## src/rtl/timer_pkg.sv

```systemverilog
// Shared definitions for the 8-bit style timer/counter: register map,
// control-field encodings and the TMO priority resolver.
package timer_pkg;

    localparam logic [2:0] ADDR_TCNT  = 3'd0;
    localparam logic [2:0] ADDR_TCORA = 3'd1;
    localparam logic [2:0] ADDR_TCORB = 3'd2;
    localparam logic [2:0] ADDR_TCR   = 3'd3;
    localparam logic [2:0] ADDR_TCSR  = 3'd4;

    localparam int TCR_OVIE_BIT  = 5;
    localparam int TCR_CMIEA_BIT = 6;
    localparam int TCR_CMIEB_BIT = 7;

    localparam int TCSR_OVF_BIT  = 5;
    localparam int TCSR_CMFA_BIT = 6;
    localparam int TCSR_CMFB_BIT = 7;

    typedef enum logic [1:0] {
        CCLR_NONE     = 2'b00,
        CCLR_MATCH_A  = 2'b01,
        CCLR_MATCH_B  = 2'b10,
        CCLR_NONE_ALT = 2'b11
    } cclr_e;

    typedef enum logic [1:0] {
        OS_NONE   = 2'b00,
        OS_DRIVE0 = 2'b01,
        OS_DRIVE1 = 2'b10,
        OS_TOGGLE = 2'b11
    } os_e;

    // Simultaneous A/B requests resolve as toggle > drive 1 > drive 0.
    function automatic logic resolve_tmo(input logic tmo, input os_e act_a, input os_e act_b);
        if (act_a == OS_TOGGLE || act_b == OS_TOGGLE) return !tmo;
        if (act_a == OS_DRIVE1 || act_b == OS_DRIVE1) return 1'b1;
        if (act_a == OS_DRIVE0 || act_b == OS_DRIVE0) return 1'b0;
        return tmo;
    endfunction

endpackage

```

## src/rtl/timer_compare.sv

```systemverilog
// One compare channel: flags a match when the counter is about to load
// the compare value and forwards the channel's output-select action.
module timer_compare
    import timer_pkg::*;
#(
    parameter int WIDTH = 8
) (
    input  logic             count_en,
    input  logic [WIDTH-1:0] cnt_next,
    input  logic [WIDTH-1:0] cor,
    input  os_e              os,
    output logic             match,
    output os_e              action
);

    always_comb begin
        match  = count_en && (cnt_next == cor);
        action = match ? os : OS_NONE;
    end

endmodule

```

## src/rtl/timer_counter.sv

```systemverilog
// Timer/counter with two compare channels, selectable clear-on-match,
// sticky status flags, level interrupts and a compare-driven output pin.
module timer_counter
    import timer_pkg::*;
#(
    parameter int WIDTH = 8
) (
    input  logic             clk,
    input  logic             rst,
    input  logic             CounterClock,
    input  logic             wr_en,
    input  logic [2:0]       addr,
    input  logic [WIDTH-1:0] wdata,
    output logic [WIDTH-1:0] rdata,
    output logic             TMO,
    output logic             CMIA,
    output logic             CMIB,
    output logic             OVI
);

    localparam logic [WIDTH-1:0] ALL_ONES = '1;

    logic [WIDTH-1:0] tcnt_q, tcnt_d;
    logic [WIDTH-1:0] tcora_q, tcora_d;
    logic [WIDTH-1:0] tcorb_q, tcorb_d;
    cclr_e            cclr_q, cclr_d;
    logic             ovie_q, ovie_d;
    logic             cmiea_q, cmiea_d;
    logic             cmieb_q, cmieb_d;
    os_e              osa_q, osa_d;
    os_e              osb_q, osb_d;
    logic             ovf_q, ovf_d;
    logic             cmfa_q, cmfa_d;
    logic             cmfb_q, cmfb_d;
    logic             tmo_q, tmo_d;

    logic             wr_tcnt, wr_tcora, wr_tcorb, wr_tcr, wr_tcsr;
    logic             count_en, clear_hit, ovf_hit;
    logic [WIDTH-1:0] cnt_next;
    logic             match_a, match_b;
    os_e              act_a, act_b;

    always_comb begin : count_logic
        wr_tcnt   = wr_en && (addr == ADDR_TCNT);
        wr_tcora  = wr_en && (addr == ADDR_TCORA);
        wr_tcorb  = wr_en && (addr == ADDR_TCORB);
        wr_tcr    = wr_en && (addr == ADDR_TCR);
        wr_tcsr   = wr_en && (addr == ADDR_TCSR);
        // A software TCNT write suppresses the count and every event it would raise.
        count_en  = CounterClock && !wr_tcnt;
        clear_hit = ((cclr_q == CCLR_MATCH_A) && (tcnt_q == tcora_q)) ||
                    ((cclr_q == CCLR_MATCH_B) && (tcnt_q == tcorb_q));
        cnt_next  = clear_hit ? '0 : tcnt_q + WIDTH'(1);
        ovf_hit   = count_en && !clear_hit && (tcnt_q == ALL_ONES);
    end

    timer_compare #(.WIDTH(WIDTH)) u_cmp_a (
        .count_en (count_en),
        .cnt_next (cnt_next),
        .cor      (tcora_q),
        .os       (osa_q),
        .match    (match_a),
        .action   (act_a)
    );

    timer_compare #(.WIDTH(WIDTH)) u_cmp_b (
        .count_en (count_en),
        .cnt_next (cnt_next),
        .cor      (tcorb_q),
        .os       (osb_q),
        .match    (match_b),
        .action   (act_b)
    );

    always_comb begin : next_state
        // NOTE: every _d takes its hold value first so no branch can infer a latch.
        tcnt_d  = tcnt_q;
        tcora_d = tcora_q;
        tcorb_d = tcorb_q;
        cclr_d  = cclr_q;
        ovie_d  = ovie_q;
        cmiea_d = cmiea_q;
        cmieb_d = cmieb_q;
        osa_d   = osa_q;
        osb_d   = osb_q;
        ovf_d   = ovf_q;
        cmfa_d  = cmfa_q;
        cmfb_d  = cmfb_q;

        if (wr_tcnt) begin
            tcnt_d = wdata;
        end else if (count_en) begin
            tcnt_d = cnt_next;
        end
        if (wr_tcora) tcora_d = wdata;
        if (wr_tcorb) tcorb_d = wdata;
        if (wr_tcr) begin
            cclr_d  = cclr_e'(wdata[1:0]);
            ovie_d  = wdata[TCR_OVIE_BIT];
            cmiea_d = wdata[TCR_CMIEA_BIT];
            cmieb_d = wdata[TCR_CMIEB_BIT];
        end
        // Software may only clear flags (write 0); hardware sets are OR-ed last so they win.
        if (wr_tcsr) begin
            osa_d  = os_e'(wdata[1:0]);
            osb_d  = os_e'(wdata[3:2]);
            ovf_d  = ovf_q  && wdata[TCSR_OVF_BIT];
            cmfa_d = cmfa_q && wdata[TCSR_CMFA_BIT];
            cmfb_d = cmfb_q && wdata[TCSR_CMFB_BIT];
        end
        ovf_d  = ovf_d  || ovf_hit;
        cmfa_d = cmfa_d || match_a;
        cmfb_d = cmfb_d || match_b;

        tmo_d = resolve_tmo(tmo_q, act_a, act_b);
    end

    // NOTE: sequential state uses non-blocking assignments so every flop samples pre-edge values.
    always_ff @(posedge clk) begin
        if (rst) begin
            tcnt_q  <= '0;
            tcora_q <= ALL_ONES;
            tcorb_q <= ALL_ONES;
            cclr_q  <= CCLR_NONE;
            ovie_q  <= 1'b0;
            cmiea_q <= 1'b0;
            cmieb_q <= 1'b0;
            osa_q   <= OS_NONE;
            osb_q   <= OS_NONE;
            ovf_q   <= 1'b0;
            cmfa_q  <= 1'b0;
            cmfb_q  <= 1'b0;
            tmo_q   <= 1'b0;
        end else begin
            tcnt_q  <= tcnt_d;
            tcora_q <= tcora_d;
            tcorb_q <= tcorb_d;
            cclr_q  <= cclr_d;
            ovie_q  <= ovie_d;
            cmiea_q <= cmiea_d;
            cmieb_q <= cmieb_d;
            osa_q   <= osa_d;
            osb_q   <= osb_d;
            ovf_q   <= ovf_d;
            cmfa_q  <= cmfa_d;
            cmfb_q  <= cmfb_d;
            tmo_q   <= tmo_d;
        end
    end

    always_comb begin : read_mux
        rdata = '0;
        case (addr)
            ADDR_TCNT:  rdata = tcnt_q;
            ADDR_TCORA: rdata = tcora_q;
            ADDR_TCORB: rdata = tcorb_q;
            ADDR_TCR: begin
                rdata[1:0]           = cclr_q;
                rdata[TCR_OVIE_BIT]  = ovie_q;
                rdata[TCR_CMIEA_BIT] = cmiea_q;
                rdata[TCR_CMIEB_BIT] = cmieb_q;
            end
            ADDR_TCSR: begin
                rdata[1:0]           = osa_q;
                rdata[3:2]           = osb_q;
                rdata[TCSR_OVF_BIT]  = ovf_q;
                rdata[TCSR_CMFA_BIT] = cmfa_q;
                rdata[TCSR_CMFB_BIT] = cmfb_q;
            end
            default: rdata = '0;
        endcase
    end

    assign TMO  = tmo_q;
    assign CMIA = cmfa_q && cmiea_q;
    assign CMIB = cmfb_q && cmieb_q;
    assign OVI  = ovf_q && ovie_q;

endmodule

```

## config.mk

```make
export PLATFORM = sky130hd
export DESIGN_NAME = timer_counter
export DESIGN_NICKNAME = d
export VERILOG_FILES = /design/src/rtl/timer_pkg.sv /design/src/rtl/timer_compare.sv /design/src/rtl/timer_counter.sv
export SDC_FILE = /design/constraint.sdc
export NUM_CORES = 1
export LEC_CHECK = 0
export CORE_MARGIN = 2
export CORE_UTILIZATION = 57
export DETAILED_ROUTE_END_ITERATION = 10
export PLACE_DENSITY = 0.92
export SYNTH_ARGS = -nofsm -noshare
export SYNTH_HDL_FRONTEND = slang
export SYNTH_SLANG_ARGS = --single-unit
```

## constraint.sdc

```tcl
create_clock -name clk -period 2.7 [get_ports clk]
set_clock_uncertainty 0.05 [all_clocks]
set_input_delay 0.54 -clock clk [delete_from_list [all_inputs] [get_ports clk]]
set_output_delay 0.54 -clock clk [all_outputs]
set_load 0.01 [all_outputs]
```

== Word-level counts from Yosys, hierarchy flattened ==
Cells that the tools add are included.
Widths: inputs -> output; s select.
Operators by class
  add/sub/neg operators: 1
  equality and inequality tests: 17
  multiplexer cells: 24
  reductions and logical operators: 31
Operators with widths (count)
  $eq 8x8->1: 4
  $mux 8: 3
  $logic_and 1x1->1: 18
  $mux 1: 15
  $pmux 3 s5: 1
  $eq 2x2->1 const B: 5
  $pmux 2 s5: 1
  $add 8x1->8 const B: 1
  $eq 8x8->1 const B: 1
  $pmux 2 s4: 1
  $logic_or 1x1->1: 7
  $eq 2x1->1 const B: 3
  $eq 3x2->1 const B: 2
  $mux 2: 2
  $eq 3x1->1 const B: 1
  $eq 3x3->1 const B: 1
  $logic_not 1->1: 3
  $logic_not 3->1: 1
  $pmux 1 s3: 1
  $reduce_bool 3->1: 1
  $reduce_bool 2->1: 1
Word-level totals
  bits in registers: 37
  bits of input ports: 15
  output and inout port bits: 12
  logic and storage cells: 86

== Longest topological paths before layout ==
Gate-level depths: netlist (run 1).
  depth after elaboration: 16
  gate-level depth with buffers: 10
  depth with buffers taken out: 9

== Cells and area by module ==
From an unflattened synthesis (run 1), not the netlist that was laid out.
Second synthesis, totals
  cells, all modules: 311
  area total of the unflattened synthesis: 2516.2 sq um
By module, submodules not included
  timer_counter: times used 1, cells an instance 277, area each 2270.9 sq um, sequential area each 740.7 sq um
  timer_compare: times used 2, cells an instance 17, area each 122.6 sq um, sequential area each 0.0 sq um

== Worst setup path before layout (run 1) ==
No wires, ideal clock.
  path type: input to register
  from: in addr[0]
  to: reg tmo_q, in the netlist TMO
  library setup time: 0.058 ns
  arrival time: 2.306 ns
  data required time: 2.592 ns
  setup slack: 0.286 ns
  stages on the path: 10
  buffers on the path: 2
  path through: buf_2 or4b_1 buf_2 and2_1 o221a_2 o2111ai_1 o211ai_2 and3_1 a32oi_1 o211a_1
Between the ends
  word-level cells in the longest chain between the ends: 13
  elaborated cells between the ends (all ways): 29
  those cells by class: eq/ne: 6; mux: 13; reduce/logical: 10
RTL lines
  start: declaration: RTL line timer_counter.sv:12  | input logic [2:0] addr,
  $logic_not 3->1 (*): RTL line timer_counter.sv:44  | wr_tcnt = wr_en && (addr == ADDR_TCNT);
  $logic_and 1x1->1 (*): RTL line timer_counter.sv:44
  $logic_not 1->1 (*): RTL line timer_counter.sv:50  | count_en = CounterClock && !wr_tcnt;
  $logic_and 1x1->1 (*): RTL line timer_counter.sv:50
  $logic_and 1x1->1: RTL line timer_compare.sv:17  | match = count_en && (cnt_next == cor);
  $mux 2: RTL line timer_compare.sv:18  | action = match ? os : OS_NONE;
  $eq 2x2->1: RTL line timer_pkg.sv:36  | if (act_a == OS_DRIVE1 || act_b == OS_DRIVE1) return 1'b1;
  $logic_or 1x1->1: RTL line timer_pkg.sv:36
  $mux 1: RTL line timer_pkg.sv:36
  $mux 1: RTL line timer_pkg.sv:37  | if (act_a == OS_DRIVE0 || act_b == OS_DRIVE0) return 1'b0;
  $mux 1: RTL line timer_pkg.sv:38  | return tmo;
  $mux 1: RTL line timer_pkg.sv:37
  $mux 1: RTL line timer_pkg.sv:36
  end signal: assignment: RTL line timer_counter.sv:147  | tmo_q <= tmo_d;
  end: declaration: RTL line timer_counter.sv:35  | logic tmo_q, tmo_d;
Mark *: on every way between the ends. The rest lies on a longest branch, timed or not. The select of a mux whose other input is x is not followed.
A chain may end at the register's enable or synchronous reset.

== Worst setup path after layout (run 1) ==
  from: reg tcnt_q[0]
  to: reg tmo_q, in the netlist TMO
Between the ends
  word-level cells in the longest chain between the ends: 14
  elaborated cells between the ends (all ways): 34
  those cells by class: add/sub: 1; eq/ne: 10; mux: 14; reduce/logical: 9
RTL lines
  start: declaration: RTL line timer_counter.sv:23  | logic [WIDTH-1:0] tcnt_q, tcnt_d;
  start signal: assignment: RTL line timer_counter.sv:135  | tcnt_q <= tcnt_d;
  parallel branches: the longest is 3 deep, another holds $add 8x1->8
  $mux 8 (*): RTL line timer_counter.sv:53  | cnt_next = clear_hit ? '0 : tcnt_q + WIDTH'(1);
  $eq 8x8->1: RTL line timer_compare.sv:17
  $logic_and 1x1->1: RTL line timer_compare.sv:17
  $mux 2: RTL line timer_compare.sv:18
  $eq 2x2->1: RTL line timer_pkg.sv:36
  $logic_or 1x1->1: RTL line timer_pkg.sv:36
  $mux 1: RTL line timer_pkg.sv:36
  $mux 1: RTL line timer_pkg.sv:37
  $mux 1: RTL line timer_pkg.sv:38
  $mux 1: RTL line timer_pkg.sv:37
  $mux 1: RTL line timer_pkg.sv:36
Every way passes the cells marked *. The select of a mux whose other input is x is not followed.

==> reports/results.ini, run 1 <==
[timing]
timing.final.ws_setup_ns = 0.08562
slew_headroom_pct = 72.08
tightestPinTransition_ns = 0.4176
max_freq_mhz = 382.5
hold_viol = 0
setup_viol = 0
final_max_slew_viol_count = 0
min_period_over_period_pct = 96.83
finalCriticalPeriod_ns = 2.614
grt_setup_unrepaired = no

[worst_setup_path]
r2r_end = TMO$_SDFFE_PP0P_
worst_r2r_path_depth = 9
required_ns = 2.90
endpoint_kind = flip-flop
cp_max_fo = 8
worstSetupStartpointType = flip-flop
r2r_slack_ns = 0.09
path_cells = buf_12, or2_1, a211oi_2, and3_1, o211ai_1, a221oi_2, nand4_1, o2111ai_2, o211a_1
cp_slowest_cell = dfxtp_2
slowest_delay_ns = 0.35
worstPathArrival_ns = 2.81
r2r_start = tcnt_q[0]$_SDFFE_PP0P_
worst-setup-path-type = flip-flop to flip-flop

[place]
routabilityCongestion = 1.074
dpl_cell_area_um2 = 3248
io_buffer_count = 26
pre_cts_ws_ns = -0.2087
hpwl_um = 6833

[clocking]
htreeDepth = 2
clk_path_buf_depth = 2
worstSkewPairLatency_ns = 0.30
clkTransAtPathRegs_ns = 0.07
ctsHoldBuffers = 0
clock-sinks = 37
cts_tree = done
cts_made_buffers = 5
root_buffer = clkbuf_8

[finish]
fillers = 322
fin_nets = 410
antennaDiodeCount = 0
fin_area_um2 = 3361
areaGrowthSynthToFinish_pct = 26.04
drive_above_1_share_pct = 21.37

[synthesis]
synth_edf_count = 0
yosysTopAreaCellShare_pct = 27.78
syn_inst = 334
yosysWarnings = 0
synthTopCellsByArea = dfxtp_1 (28%), xor2_1 (5.9%), mux2i_1 (5.6%)
syn_area_um2 = 2666
synth_cell_types = 60
avgSynthCellArea_um2 = 7.983
yosysTopAreaCell = dfxtp_1
ys_ff_latch = 37
synth-async-reset-ratio_pct = 0
syn-num-nets = 350
ys_seq_area_share_pct = 27.78
synth_ff_type = dfxtp_1

[job]
cap_violations = 0

[die]
start_util_pct = 59.99
ios = 27
core_area_um2 = 4444
dieArea_um2 = 5241
die_y_um = 72.40
rows = 24
fp.dieW_um = 72.40

[route]
wl_met2_um = 4168
top_layer = met4
drtIter0Drc = 526
avgRoutedWirePerCell_um = 21.03
met3_length_um = 1182
wl_um = 9357
dr.pass1.iters = 5
wl_met1_um = 3470
route.detailed.drc = 0
avgViaCountPerCell = 6.766
vias = 3011
ant_nets = 0

[global_route]
gr-total-overflow = 0
grt_max_degree = 38
antenna_found_initial = 0
grt_pass1_wl_um = 14430
grt_use_total_pct = 36.25
grt_pass1_vias = 2788

[power_and_ir_drop]
clkPwrFrac_pct = 29.5
internal_power_w = 0.0008709
p_leak_nw = 1.463
p_seq_share_pct = 47.0
vdd_ir_drop_max_mv = 0.2952
p_per_area_nw_per_um2 = 372.0
combinationalPowerShare_pct = 23.5
switchingPower_w = 0.0003793
swShare_pct = 30.34

[min_path]
hold-path-endpoint = cmfa_q$_SDFF_PP0_
min_from = cmfa_q$_SDFF_PP0_
hold_path.class = flip-flop to flip-flop
min_delay_path_depth = 2

[status]
status = completed

## state kept, by name (all words and copies together), names as in the netlist, 2 cells and up
signal / cells
cclr_q: 2
tcora_q: 8
osa_q: 2
tcorb_q: 8
osb_q: 2
tcnt_q: 8
## cell families after synthesis
| group | count (synthesis) | synth area share (%) |
|---|---|---|
| compound gates | 84 | 23.46 |
| flops | 37 | 27.78 |
| simple gates | 134 | 26.09 |
| fa+ha+maj | 1 | 0.4692 |
| buf+inv | 38 | 7.321 |
| xor+xnor | 21 | 7.555 |
| mux | 19 | 7.320 |
## worst max-delay path, delay by kind of cell, from the launching register on
kind / cells / cell delay (ns)
AOI/OAI and AO/OA: 5 / 1.21
buffers and inverters: 1 / 0.14
and+or+nand+nor: 3 / 0.82
DFF: 1 / 0.35
## cell usage after synthesis (9+ instances only)
cell type	number
inv_1	13
nand3b_1	12
xor2_1	18
nand3_1	9
nand2_1	33
a22oi_1	11
nor2_1	40
mux2i_1	15
dfxtp_1	37
a21oi_1	9
## cell type report
| class | instances | area, um^2 | area share, % |
|---|---|---|---|
| Inverter | 13 | 48.80 | 1.452 |
| Clock buffer | 5 | 68.82 | 2.048 |
| Multi-Input combinational cell | 259 | 1762 | 52.42 |
| Clock inverter | 1 | 5.005 | 0.1489 |
| Tap cell | 52 | 65.06 | 1.936 |
| Sequential cell | 37 | 745.7 | 22.19 |
| Timing Repair Buffer | 78 | 665.6 | 19.81 |
## cell usage in the layout (no fill, tap or decap), types with 8 or more instances in the layout
| cell type | n |
|---|---|
| a22oi_1 | 11 |
| dlygate4sd2_1 | 8 |
| mux2i_1 | 15 |
| nand2_1 | 33 |
| clkdlybuf4s50_1 | 16 |
| nand3_1 | 8 |
| buf_4 | 49 |
| xor2_1 | 18 |
| nor2_1 | 40 |
| dfxtp_1 | 33 |
| nand3b_1 | 12 |
| a21oi_1 | 9 |
| and2_1 | 8 |
| inv_1 | 13 |
## worst max path at each step
stage / from / to / slack (ns)
4_1_cts: addr[0] / rdata[7] / 0.001
6_report: tcnt_q[0]$_SDFFE_PP0P_ / TMO$_SDFFE_PP0P_ / 0.09
3_3_place_gp: addr[0] / rdata[6] / -0.18
2_1_floorplan: addr[0] / TMO$_SDFFE_PP0P_ / 0.29
5_1_grt: tcnt_q[0]$_SDFFE_PP0P_ / TMO$_SDFFE_PP0P_ / 0.003
3_5_place_dp: addr[0] / rdata[7] / -0.21
## per-layer routing
| layer | up-vias | track usage [%] |
|---|---|---|
| met5 | - | 0 |
| met4 | 0 | 17.70 |
| met3 | 66 | 6.944 |
| met2 | 256 | 57.70 |
| met1 | 1368 | 47.12 |
| li1 | 1321 | - |
## timing repair
item                                    4_1_cts  5_1_grt
cloned                                        0        0
endpoints found under the hold margin         0        0
buffers inserted                              0        0
endpoints found under the setup margin        8       10
pin swaps                                     0        3
resized for setup                             9       13
## per-stage QoR
| stage | hold WS (ns) | util, % | setup TNS [ns] | total power [W] | std cells |
|---|---|---|---|---|---|
| final | 0.4567 | 75.62 | 0 | 0.001250 | 445 |
| after global routing | 0.4864 | 75.62 | 0 | 0.001281 | 445 |
| after CTS | 0.4552 | 74.61 | 0 | 0.001234 | 445 |
| after detailed placement | 0.4459 | 73.09 | -1.553 | 0.0008848 | 439 |
| after global placement | 0.4310 | 73.09 | -1.232 | 0.0008798 | 439 |
| after floorplan | 0.4083 | - | 0 | 0.0007507 | 334 |
## power groups by stage
stage / clock network, W / registers (W) / logic [W]
4_1_cts: 0.000365 / 0.000584 / 0.000285
5_1_grt: 0.000382 / 0.000588 / 0.000311
3_5_place_dp: 0 / 0.000596 / 0.000289
2_1_floorplan: 0 / 0.000587 / 0.000164
6_report: 0.000369 / 0.000587 / 0.000294
3_3_place_gp: 0 / 0.000596 / 0.000283
(Power assumes the default switching activity.)
==> run 2: changes to the inputs <==
CTS_CLUSTER_SIZE = 30   (was unset)
==> results of run 2 <==
No change in the layout: final DEF, timing and power equal those of run 1.
